$ cat src/rtl/sampler_pkg.sv
// rtl/sampler_pkg.sv - shared state encoding, LFSR constants and lane helpers
package sampler_pkg;

    typedef enum logic [2:0] {
        IDLE,
        SEED,
        GEN,
        WAIT,
        EVAL,
        PUSH,
        DONE
    } state_t;

    localparam logic [63:0] LFSR_TAPS   = 64'hD800000000000000;
    localparam logic [63:0] SEED_SPREAD = 64'h9E3779B97F4A7C15;

    // Right-shifting Galois form of x^64+x^63+x^61+x^60+1
    function automatic logic [63:0] lane_step(input logic [63:0] s);
        return s[0] ? ((s >> 1) ^ LFSR_TAPS) : (s >> 1);
    endfunction

    // All-zero is the LFSR lock-up state, so it is never loaded
    function automatic logic [63:0] lane_seed(input logic [63:0] seed, input int unsigned idx);
        logic [63:0] v;
        v = seed ^ (64'(idx) * SEED_SPREAD);
        return (v == 64'd0) ? 64'd1 : v;
    endfunction

endpackage

$ cat src/rtl/sample_fifo.sv
// rtl/sample_fifo.sv - first-word-fall-through buffer for accepted samples
module sample_fifo #(
    parameter int VEC_W      = 512,
    parameter int FIFO_DEPTH = 4
) (
    input  logic             clk,
    input  logic             rst_n,
    input  logic             i_push,
    input  logic [VEC_W-1:0] i_push_data,
    output logic             o_full,
    input  logic             i_pop,
    output logic             o_valid,
    output logic [VEC_W-1:0] o_data
);

    localparam int AW = (FIFO_DEPTH > 1) ? $clog2(FIFO_DEPTH) : 1;

    logic [VEC_W-1:0] r_mem [FIFO_DEPTH];
    logic [AW:0]      r_wr_ptr;
    logic [AW:0]      r_rd_ptr;
    logic             w_empty;
    logic             w_do_push;
    logic             w_do_pop;

    assign w_empty   = (r_wr_ptr == r_rd_ptr);
    assign o_full    = (r_wr_ptr[AW] != r_rd_ptr[AW]) && (r_wr_ptr[AW-1:0] == r_rd_ptr[AW-1:0]);
    assign w_do_push = i_push && !o_full;
    assign w_do_pop  = i_pop && !w_empty;
    assign o_valid   = !w_empty;
    // Head is masked when empty so stale entries never appear after reset
    assign o_data    = w_empty ? '0 : r_mem[r_rd_ptr[AW-1:0]];

    always_ff @(posedge clk or negedge rst_n) begin
        if (!rst_n) begin
            r_wr_ptr <= '0;
            r_rd_ptr <= '0;
        end else begin
            if (w_do_push) r_wr_ptr <= r_wr_ptr + 1'b1;
            if (w_do_pop)  r_rd_ptr <= r_rd_ptr + 1'b1;
        end
    end

    always_ff @(posedge clk) begin
        if (w_do_push) r_mem[r_wr_ptr[AW-1:0]] <= i_push_data;
    end

endmodule

$ cat src/rtl/rejection_sampler_driver.sv
// rtl/rejection_sampler_driver.sv - LFSR candidate generator feeding a constraint checker
module rejection_sampler_driver
    import sampler_pkg::*;
#(
    parameter int VEC_W      = 512,
    parameter int CHECK_LAT  = 1,
    parameter int FIFO_DEPTH = 4
) (
    input  logic             clk,
    input  logic             rst_n,
    input  logic             start,
    input  logic [63:0]      seed,
    input  logic [15:0]      n_samples,
    input  logic [31:0]      max_tries,
    output logic [VEC_W-1:0] cand_o,
    input  logic             sat_i,
    output logic             smp_valid,
    input  logic             smp_ready,
    output logic [VEC_W-1:0] smp_data,
    output logic             busy,
    output logic             done,
    output logic             timeout,
    output logic [31:0]      try_cnt,
    output logic [15:0]      accept_cnt
);

    localparam int LANES = VEC_W / 64;

    state_t           r_state;
    logic [63:0]      r_lane [LANES];
    logic [VEC_W-1:0] r_cand;
    logic [63:0]      r_seed;
    logic [15:0]      r_n_samples;
    logic [31:0]      r_max_tries;
    logic [31:0]      r_try_cnt;
    logic [15:0]      r_accept_cnt;
    logic [2:0]       r_wait_cnt;
    logic             r_busy;
    logic             r_done;
    logic             r_timeout;

    logic [63:0]      w_lane_seed [LANES];
    logic [63:0]      w_lane_next [LANES];
    logic [VEC_W-1:0] w_cand_next;
    logic [31:0]      w_try_next;
    logic [15:0]      w_acc_next;
    logic             w_fifo_full;
    logic             w_push;
    logic             w_budget_eval;
    logic             w_budget_now;

    for (genvar g = 0; g < LANES; g++) begin : g_lane
        assign w_lane_seed[g]           = lane_seed(r_seed, g);
        assign w_lane_next[g]           = lane_step(r_lane[g]);
        assign w_cand_next[g*64 +: 64]  = w_lane_next[g];
    end

    assign w_try_next    = r_try_cnt + 32'd1;
    assign w_acc_next    = r_accept_cnt + 16'd1;
    assign w_budget_eval = (r_max_tries != 32'd0) && (w_try_next == r_max_tries);
    assign w_budget_now  = (r_max_tries != 32'd0) && (r_try_cnt == r_max_tries);
    assign w_push        = (r_state == PUSH) && !w_fifo_full;

    always_ff @(posedge clk or negedge rst_n) begin
        if (!rst_n) begin
            r_state      <= IDLE;
            for (int i = 0; i < LANES; i++) r_lane[i] <= '0;
            r_cand       <= '0;
            r_seed       <= '0;
            r_n_samples  <= '0;
            r_max_tries  <= '0;
            r_try_cnt    <= '0;
            r_accept_cnt <= '0;
            r_wait_cnt   <= '0;
            r_busy       <= 1'b0;
            r_done       <= 1'b0;
            r_timeout    <= 1'b0;
        end else begin
            case (r_state)
                IDLE, DONE: begin
                    if (r_state == DONE) begin
                        r_busy <= 1'b0;
                        r_done <= 1'b1;
                    end
                    if (start) begin
                        r_seed       <= seed;
                        r_n_samples  <= n_samples;
                        r_max_tries  <= max_tries;
                        r_try_cnt    <= '0;
                        r_accept_cnt <= '0;
                        r_busy       <= 1'b1;
                        r_done       <= 1'b0;
                        r_timeout    <= 1'b0;
                        r_state      <= (n_samples == 16'd0) ? DONE : SEED;
                    end
                end
                SEED: begin
                    for (int i = 0; i < LANES; i++) r_lane[i] <= w_lane_seed[i];
                    r_state <= GEN;
                end
                GEN: begin
                    for (int i = 0; i < LANES; i++) r_lane[i] <= w_lane_next[i];
                    r_cand     <= w_cand_next;
                    r_wait_cnt <= '0;
                    r_state    <= WAIT;
                end
                WAIT: begin
                    if (r_wait_cnt == 3'(CHECK_LAT - 1)) r_state <= EVAL;
                    else                                 r_wait_cnt <= r_wait_cnt + 3'd1;
                end
                EVAL: begin
                    r_try_cnt <= w_try_next;
                    if (sat_i) begin
                        r_state <= PUSH;
                    end else if (w_budget_eval) begin
                        r_state   <= DONE;
                        r_busy    <= 1'b0;
                        r_done    <= 1'b1;
                        r_timeout <= 1'b1;
                    end else begin
                        r_state <= GEN;
                    end
                end
                PUSH: begin
                    // Hold candidate and counters until the buffer has room
                    if (!w_fifo_full) begin
                        r_accept_cnt <= w_acc_next;
                        if (w_acc_next == r_n_samples) begin
                            r_state <= DONE;
                            r_busy  <= 1'b0;
                            r_done  <= 1'b1;
                        end else if (w_budget_now) begin
                            r_state   <= DONE;
                            r_busy    <= 1'b0;
                            r_done    <= 1'b1;
                            r_timeout <= 1'b1;
                        end else begin
                            r_state <= GEN;
                        end
                    end
                end
                default: r_state <= IDLE;
            endcase
        end
    end

    sample_fifo #(
        .VEC_W      (VEC_W),
        .FIFO_DEPTH (FIFO_DEPTH)
    ) u_fifo (
        .clk         (clk),
        .rst_n       (rst_n),
        .i_push      (w_push),
        .i_push_data (r_cand),
        .o_full      (w_fifo_full),
        .i_pop       (smp_ready),
        .o_valid     (smp_valid),
        .o_data      (smp_data)
    );

    assign cand_o     = r_cand;
    assign busy       = r_busy;
    assign done       = r_done;
    assign timeout    = r_timeout;
    assign try_cnt    = r_try_cnt;
    assign accept_cnt = r_accept_cnt;

endmodule

$ cat config.mk
export PLATFORM = sky130hd
export DESIGN_NAME = rejection_sampler_driver
export DESIGN_NICKNAME = d
export VERILOG_FILES = /design/src/rtl/sampler_pkg.sv /design/src/rtl/sample_fifo.sv /design/src/rtl/rejection_sampler_driver.sv
export SDC_FILE = /design/constraint.sdc
export NUM_CORES = 2
export LEC_CHECK = 0
export BUFFER_PORTS_ARGS = -buffer_cell sky130_fd_sc_hd__buf_2
export CAP_MARGIN = 20
export CORE_MARGIN = 2
export CORE_UTILIZATION = 53
export CTS_CLUSTER_SIZE = 12
export DETAILED_ROUTE_END_ITERATION = 8
export PLACE_DENSITY = 0.73
export SLEW_MARGIN = 20
export SYNTH_ARGS = -nofsm -noshare
export SYNTH_HDL_FRONTEND = slang
export SYNTH_SLANG_ARGS = --single-unit
$ cat constraint.sdc
create_clock -name clk -period 12.5 [get_ports clk]
set_input_delay 1.875 -clock clk [delete_from_list [all_inputs] [get_ports clk]]
set_output_delay 1.875 -clock clk [all_outputs]
set_load 0.02 [all_outputs]
**After elaboration in Yosys (flattened, before gate mapping)**

Memories as Yosys holds them, arrays and structs flattened.
Cells that the tools add are included.

- Muxes and demuxes: 56
- Eq/ne operators: 22
- $add $sub $neg: 5
- Reductions and logical operators: 33
- Bitwise gates (word level): 15

Operator list:

| kind | count |
|---|---|
| 64-bit two-way mux | 16 |
| 512-bit one-hot mux with 2 select lines | 1 |
| 64-bit zero test | 8 |
| 512-bit two-way mux | 1 |
| 37-bit NOT | 2 |
| 32-bit equality test | 2 |
| 32-bit one-hot mux with 2 select lines | 1 |
| 40-bit NOT | 1 |
| 39-bit NOT | 1 |
| 38-bit NOT | 1 |
| 32-bit by 1-bit adder with 32-bit output (second input constant) | 1 |
| 16-bit two-way mux | 2 |
| 32-bit two-way mux | 1 |
| 3-bit NOT with 4-bit output | 8 |
| 32-bit NOT | 1 |
| 16-bit one-hot mux with 2 select lines | 1 |
| 32-bit nonzero test | 1 |
| 3-bit two-way mux | 9 |
| 26-bit NOT | 1 |
| 1-bit two-way mux | 19 |
| 3-bit one-hot mux with 6 select lines | 1 |
| 16-bit by 1-bit adder with 16-bit output (second input constant) | 1 |
| 16-bit equality test | 1 |
| 16-bit zero test | 1 |
| 22 further kinds | 49 |

- Input bits: 117
- Output and inout bits: 1076
- Bits in writable memories: 2048
- Memories kept: 1
- Register bits after elaboration: 1199

Memories:

| memory | depth | width | rd ports | clocked after Yosys merged registers in | write ports | RTL line | RTL |
|---|---|---|---|---|---|---|---|
| u_fifo.r_mem | 4 | 512 | 1 | 0 | 1 | sample_fifo.sv:18 | `logic [VEC_W-1:0] r_mem [FIFO_DEPTH];` |

**Logic depth before layout (Yosys ltp)**

- Word-level depth: 7
- Gate-level depth with buffers: 11
- Depth with buffers taken out: 10

**Cells and area by module**

From an unflattened synthesis, not the netlist that was laid out.

- Cells, all modules: 8560
- Area total of the unflattened synthesis: 125693.0 µm²

By module, submodules not included:

| module | cells an instance | area an instance (µm²) | times used | sequential area each (µm²) |
|---|---|---|---|---|
| sample_fifo | 3288 | 77774.6 | 1 | 61649.1 |
| rejection_sampler_driver | 5272 | 47918.5 | 1 | 29853.6 |

**Worst setup path after synthesis**

Ideal clock, no wire load.

- Path kind: reg2reg
- Start point: register u_fifo.r_rd_ptr[1]
- End point: memory u_fifo.r_mem[3][0], enable pin
- Path slack: -1.251 ns
- Stages on the path, launching flop included: 6
- Clock period less this slack: 13.751 ns
- Buffers on the path: 2
- Arrival time: 12.804 ns
- Cells stage by stage: dfrtp_1 > clkbuf_1 > xor2_1 > or3_1 > clkbuf_1 > and3_1

- Longest elaborated chain between the ends: 7

Ends and longest elaborated chain:

| what | RTL line | RTL |
|---|---|---|
| from (decl) | sample_fifo.sv:20 | `logic [AW:0] r_rd_ptr;` |
| from (signal assigned) | sample_fifo.sv:39 | `if (w_do_pop) r_rd_ptr <= r_rd_ptr + 1'b1;` |
| 2-bit equality test (*) | sample_fifo.sv:26 | `assign o_full = (r_wr_ptr[AW] != r_rd_ptr[AW]) && (r_wr_ptr[AW-1:0] == r_rd_ptr[AW-1:0]);` |
| 1-bit logical AND (*) | sample_fifo.sv:26 |  |
| 1-bit zero test (*) | sample_fifo.sv:27, rejection_sampler_driver.sv:62 |  |
| 1-bit logical AND | rejection_sampler_driver.sv:62 | `assign w_push = (r_state == PUSH) && !w_fifo_full;` |
| 1-bit logical AND (*) | sample_fifo.sv:27 | `assign w_do_push = i_push && !o_full;` |
| 1-bit two-way mux (*) | sample_fifo.sv:44 | `if (w_do_push) r_mem[r_wr_ptr[AW-1:0]] <= i_push_data;` |
| 1-bit two-way mux (implied by the code) (*) | sample_fifo.sv:44 |  |
| to (decl) | sample_fifo.sv:18 |  |

Every way passes the cells marked *; elsewhere a longest branch is shown, timed or not.

**Worst setup path in the final report**

- Start point: register u_fifo.r_rd_ptr[0]
- End point: output port smp_data[144]

- Longest elaborated chain between the ends: 2

Ends and longest elaborated chain:

| what | RTL line | RTL |
|---|---|---|
| memory read 4 x 512 bit or 3-bit equality test (tied branches) | -- |  |
| 512-bit two-way mux (*) | sample_fifo.sv:31 | `assign o_data = w_empty ? '0 : r_mem[r_rd_ptr[AW-1:0]];` |
| to (decl) | rejection_sampler_driver.sv:19 | `output logic [VEC_W-1:0] smp_data,` |

Marked as above.

==> flow_metrics.py <==
metrics = {
    "sta": {
        "drv_slew": 0,
        "final.min_clock_period_ns": 7.73,
        "rsz0062_at_grt": "false",
        "layout_setup_ws_ns": 4.77,
        "fin_skew_ns": 0.106,
        "finalCritPeriodShare_pct": 61.9,
        "worst_pin_slew_ns": 1.35,
        "finalSetupTns_ns": 0,
        "holdWs_ns": 0.435,
        "hold_violations": 0,
        "relSlewSlack_pct": 10.1,
        "setup_violations": 0,
        "fmax_mhz": 129,
    },
    "global_routing": {
        "globalRoute.totalOverflow": 0,
        "grt_start_max_net_pins": 189,
        "grt_pass1_vias": 75400,
        "grt_pass1_wl_mm": 551,
        "antenna_found_initial": 67,
        "grtUsageTotal_pct": 32.6,
    },
    "worst_setup_path": {
        "worstPathArrival_ns": 5.86,
        "cp-startpoint": "u_fifo.r_rd_ptr[0]$_DFFE_PN0P_",
        "crit_type": "flop to primary output",
        "r2r-start": "r_state[0]$_DFFE_PN0P_",
        "r2r_slack_ns": 7.42,
        "crit_fanout": 44,
        "crit_end": "smp_data[144]",
        "worstSetupStartpointType": "flop",
        "critPathRequiredTime_ns": 10.62,
        "rr_endpoint": "r_lane[163]$_DFFE_PN0P_",
        "cp-end-kind": "primary output",
        "rr_worst_depth": 8,
    },
    "clock_network": {
        "cts_resized": 0,
        "cts_buffers": 347,
        "tritoncts": "built",
        "insertion_delay_ns": 0.98,
        "path_clk_slew_ns": 0.06,
        "cts_setup_buffers": 0,
        "clock-root-buffer": "clkbuf_16",
        "clock_sinks": 3247,
        "clockBufferDepth": 4,
        "htree_levels": 5,
        "hold_buffers": 0,
    },
    "floorplan": {
        "start_util_pct": 53.2,
        "rows": 178,
        "die-area_mm2": 0.239,
        "io_pins": 1193,
        "die_h_um": 489,
        "core_area_mm2": 0.235,
        "die_w_um": 489,
    },
    "flow_run": {
        "maxCapViolCount": 0,
    },
    "yosys": {
        "syn_inst": 8458,
        "yosys_warnings": 0,
        "synth_edf_count": 2048,
        "synth-seq-area-share_pct": 73.4,
        "ys_ff_latch": 3247,
        "syn_area_per_cell_um2": 14.7,
        "synth.distinct_cells": 71,
        "syn_area_mm2": 0.125,
        "synth-main-ff-cell": "edfxtp_1",
        "ys_async_sr_fraction_pct": 36.9,
        "syn_nets": 8584,
    },
    "pwr": {
        "p_leak_nw": 56.7,
        "ir_drop_v": 0.000235,
        "powerDensity_mw_per_mm2": 315,
    },
    "drt": {
        "via_per_inst": 5.93,
        "drtIter0Drc": 8824,
        "wl_per_cell_um": 30.1,
        "drc": 0,
        "antenna_left": 0,
        "num_vias": 77800,
        "drt_pass1_iterations": 6,
        "wl_mm": 394,
    },
    "place": {
        "dp_hpwl_mm": 268,
        "gp_congestion": 0.915,
        "placed_area_mm2": 0.134,
        "io_buffers": 1192,
        "pre_cts_ws_ns": 5.54,
    },
    "status": {
        "status": "complete, no violations",
    },
    "final_layout": {
        "nets": 9786,
        "finalInstanceArea_mm2": 0.145,
        "layout-drive-gt1-share_pct": 23.6,
        "final_cell_mix": "edfxtp_1, nand2_1, dfrtp_1",
        "area_delta_synth_final_pct": 16.1,
        "final_common_cell": "edfxtp_1",
    },
    "min_path": {
        "hold_class": "flop to flop",
    },
}
==> state kept, by name, indices dropped and copies added (netlist names), 3 cells and up <==
register	cells
accept_cnt	16
cand_o	512
r_lane	512
r_max_tries	32
r_n_samples	16
r_seed	64
r_state	3
r_wait_cnt	3
try_cnt	32
u_fifo.r_mem	2048
u_fifo.r_rd_ptr	3
u_fifo.r_wr_ptr	3
==> cell families after synthesis <==
kind of cell,count (synthesis),synth area share [%]
buffers and inverters,464,1.48
xor gates and xnor gates,103,0.723
adders and majority gates,9,0.0903
DFF,3247,73.4
and+or+nand+nor,3346,11.7
muxes,522,9.33
AOI/OAI and AO/OA,767,3.36
==> routing by layer <==
metal  vias to the layer above  wire (um)  global-route usage [%]
met1                     40100     145000                    42.4
met3                       779      38200                    7.69
met5                         -         52                       0
met2                      4197     185000                    50.4
met4                         8      25900                    19.2
li1                      32700          -                       -
==> worst max-delay path, cell delays in order, from the launching register on <==
cell	delay (ns)
dfrtp_4	0.93
buf_4	0.82
buf_4	0.55
buf_4	0.69
buf_4	0.73
mux4_2	0.64
and2_1	0.18
buf_2	0.15
==> how the worst min path moves through the flow <==
stage | from | to | slack [ns] | cells past startpoint
finish | r_lane[177]$_DFFE_PN0P_ | cand_o[368]$_DFFE_PN0P_ | 0.44 | 2
global route | r_lane[164]$_DFFE_PN0P_ | cand_o[355]$_DFFE_PN0P_ | 0.48 | 2
CTS | r_lane[177]$_DFFE_PN0P_ | cand_o[368]$_DFFE_PN0P_ | 0.44 | 2
detailed placement | r_lane[39]$_DFFE_PN0P_ | cand_o[486]$_DFFE_PN0P_ | 0.47 | 2
global placement | busy$_DFFE_PN0P_ | busy$_DFFE_PN0P_ | 0.46 | 1
floorplan | r_lane[313]$_DFFE_PN0P_ | r_lane[313]$_DFFE_PN0P_ | 0.45 | 2
==> synthesized netlist by cell type, drive strengths merged, types with 3 or more instances <==
cell	instances	area, um^2
or3b	3	26.3
a22o	29	254
buf	82	392
o211ai	12	90.1
nand2	1894	7110
nor3	30	155
nor4	37	253
nor4bb	3	30.0
nand2b	14	87.6
inv	20	75.1
nand4	35	219
ha	9	113
nor2b	4	25.0
or3	11	75.1
o21ai	105	526
or2	6	37.5
dfrtp	1199	30000
nand4b	5	43.8
o21a	26	195
o31ai	15	113
mux4	512	11500
xor2	52	455
a31oi	22	138
xnor2	51	447
nor2	683	2560
and3	19	119
or4	8	63.8
and4	6	52.6
mux2i	3	30.0
a21o	3	22.5
nor3b	6	45.0
mux2	7	78.8
o22ai	5	31.3
a21oi	534	2670
and2	516	3230
edfxtp	2048	61500
nand3	56	305
clkbuf	362	1380
nor4b	3	26.3
==> through the flow <==
| stage | std cells | utilization, % | power [mW] |
|---|---|---|---|
| 3_5_place_dp | 12500 | 57.2 | 36.0 |
| 4_1_cts | 13100 | 61.7 | 45.7 |
| 6_report | 13100 | 61.7 | 45.6 |
| 5_1_grt | 13100 | 61.7 | 47.6 |
| 3_3_place_gp | 12500 | 57.2 | 35.6 |
| 2_1_floorplan | 8458 | - | 27.8 |
==> final cells by class <==
| cell class | count | area, um^2 |
|---|---|---|
| antenna | 54 | 135 |
| clock buffer | 552 | 9930 |
| clock inverter | 53 | 563 |
| fill | 17200 | 89700 |
| inverter | 20 | 75.1 |
| multi-input combinational | 4747 | 31700 |
| sequential | 3247 | 91500 |
| tap | 3150 | 3940 |
| timing repair buffer | 1297 | 6920 |
==> power by group <==
group          switching (mW)  internal (mW)
Clock                    4.09           5.59
Sequential               3.13           14.9
Combinational            12.2           5.73
No activity file was read; power rests on OpenSTA's default activity.
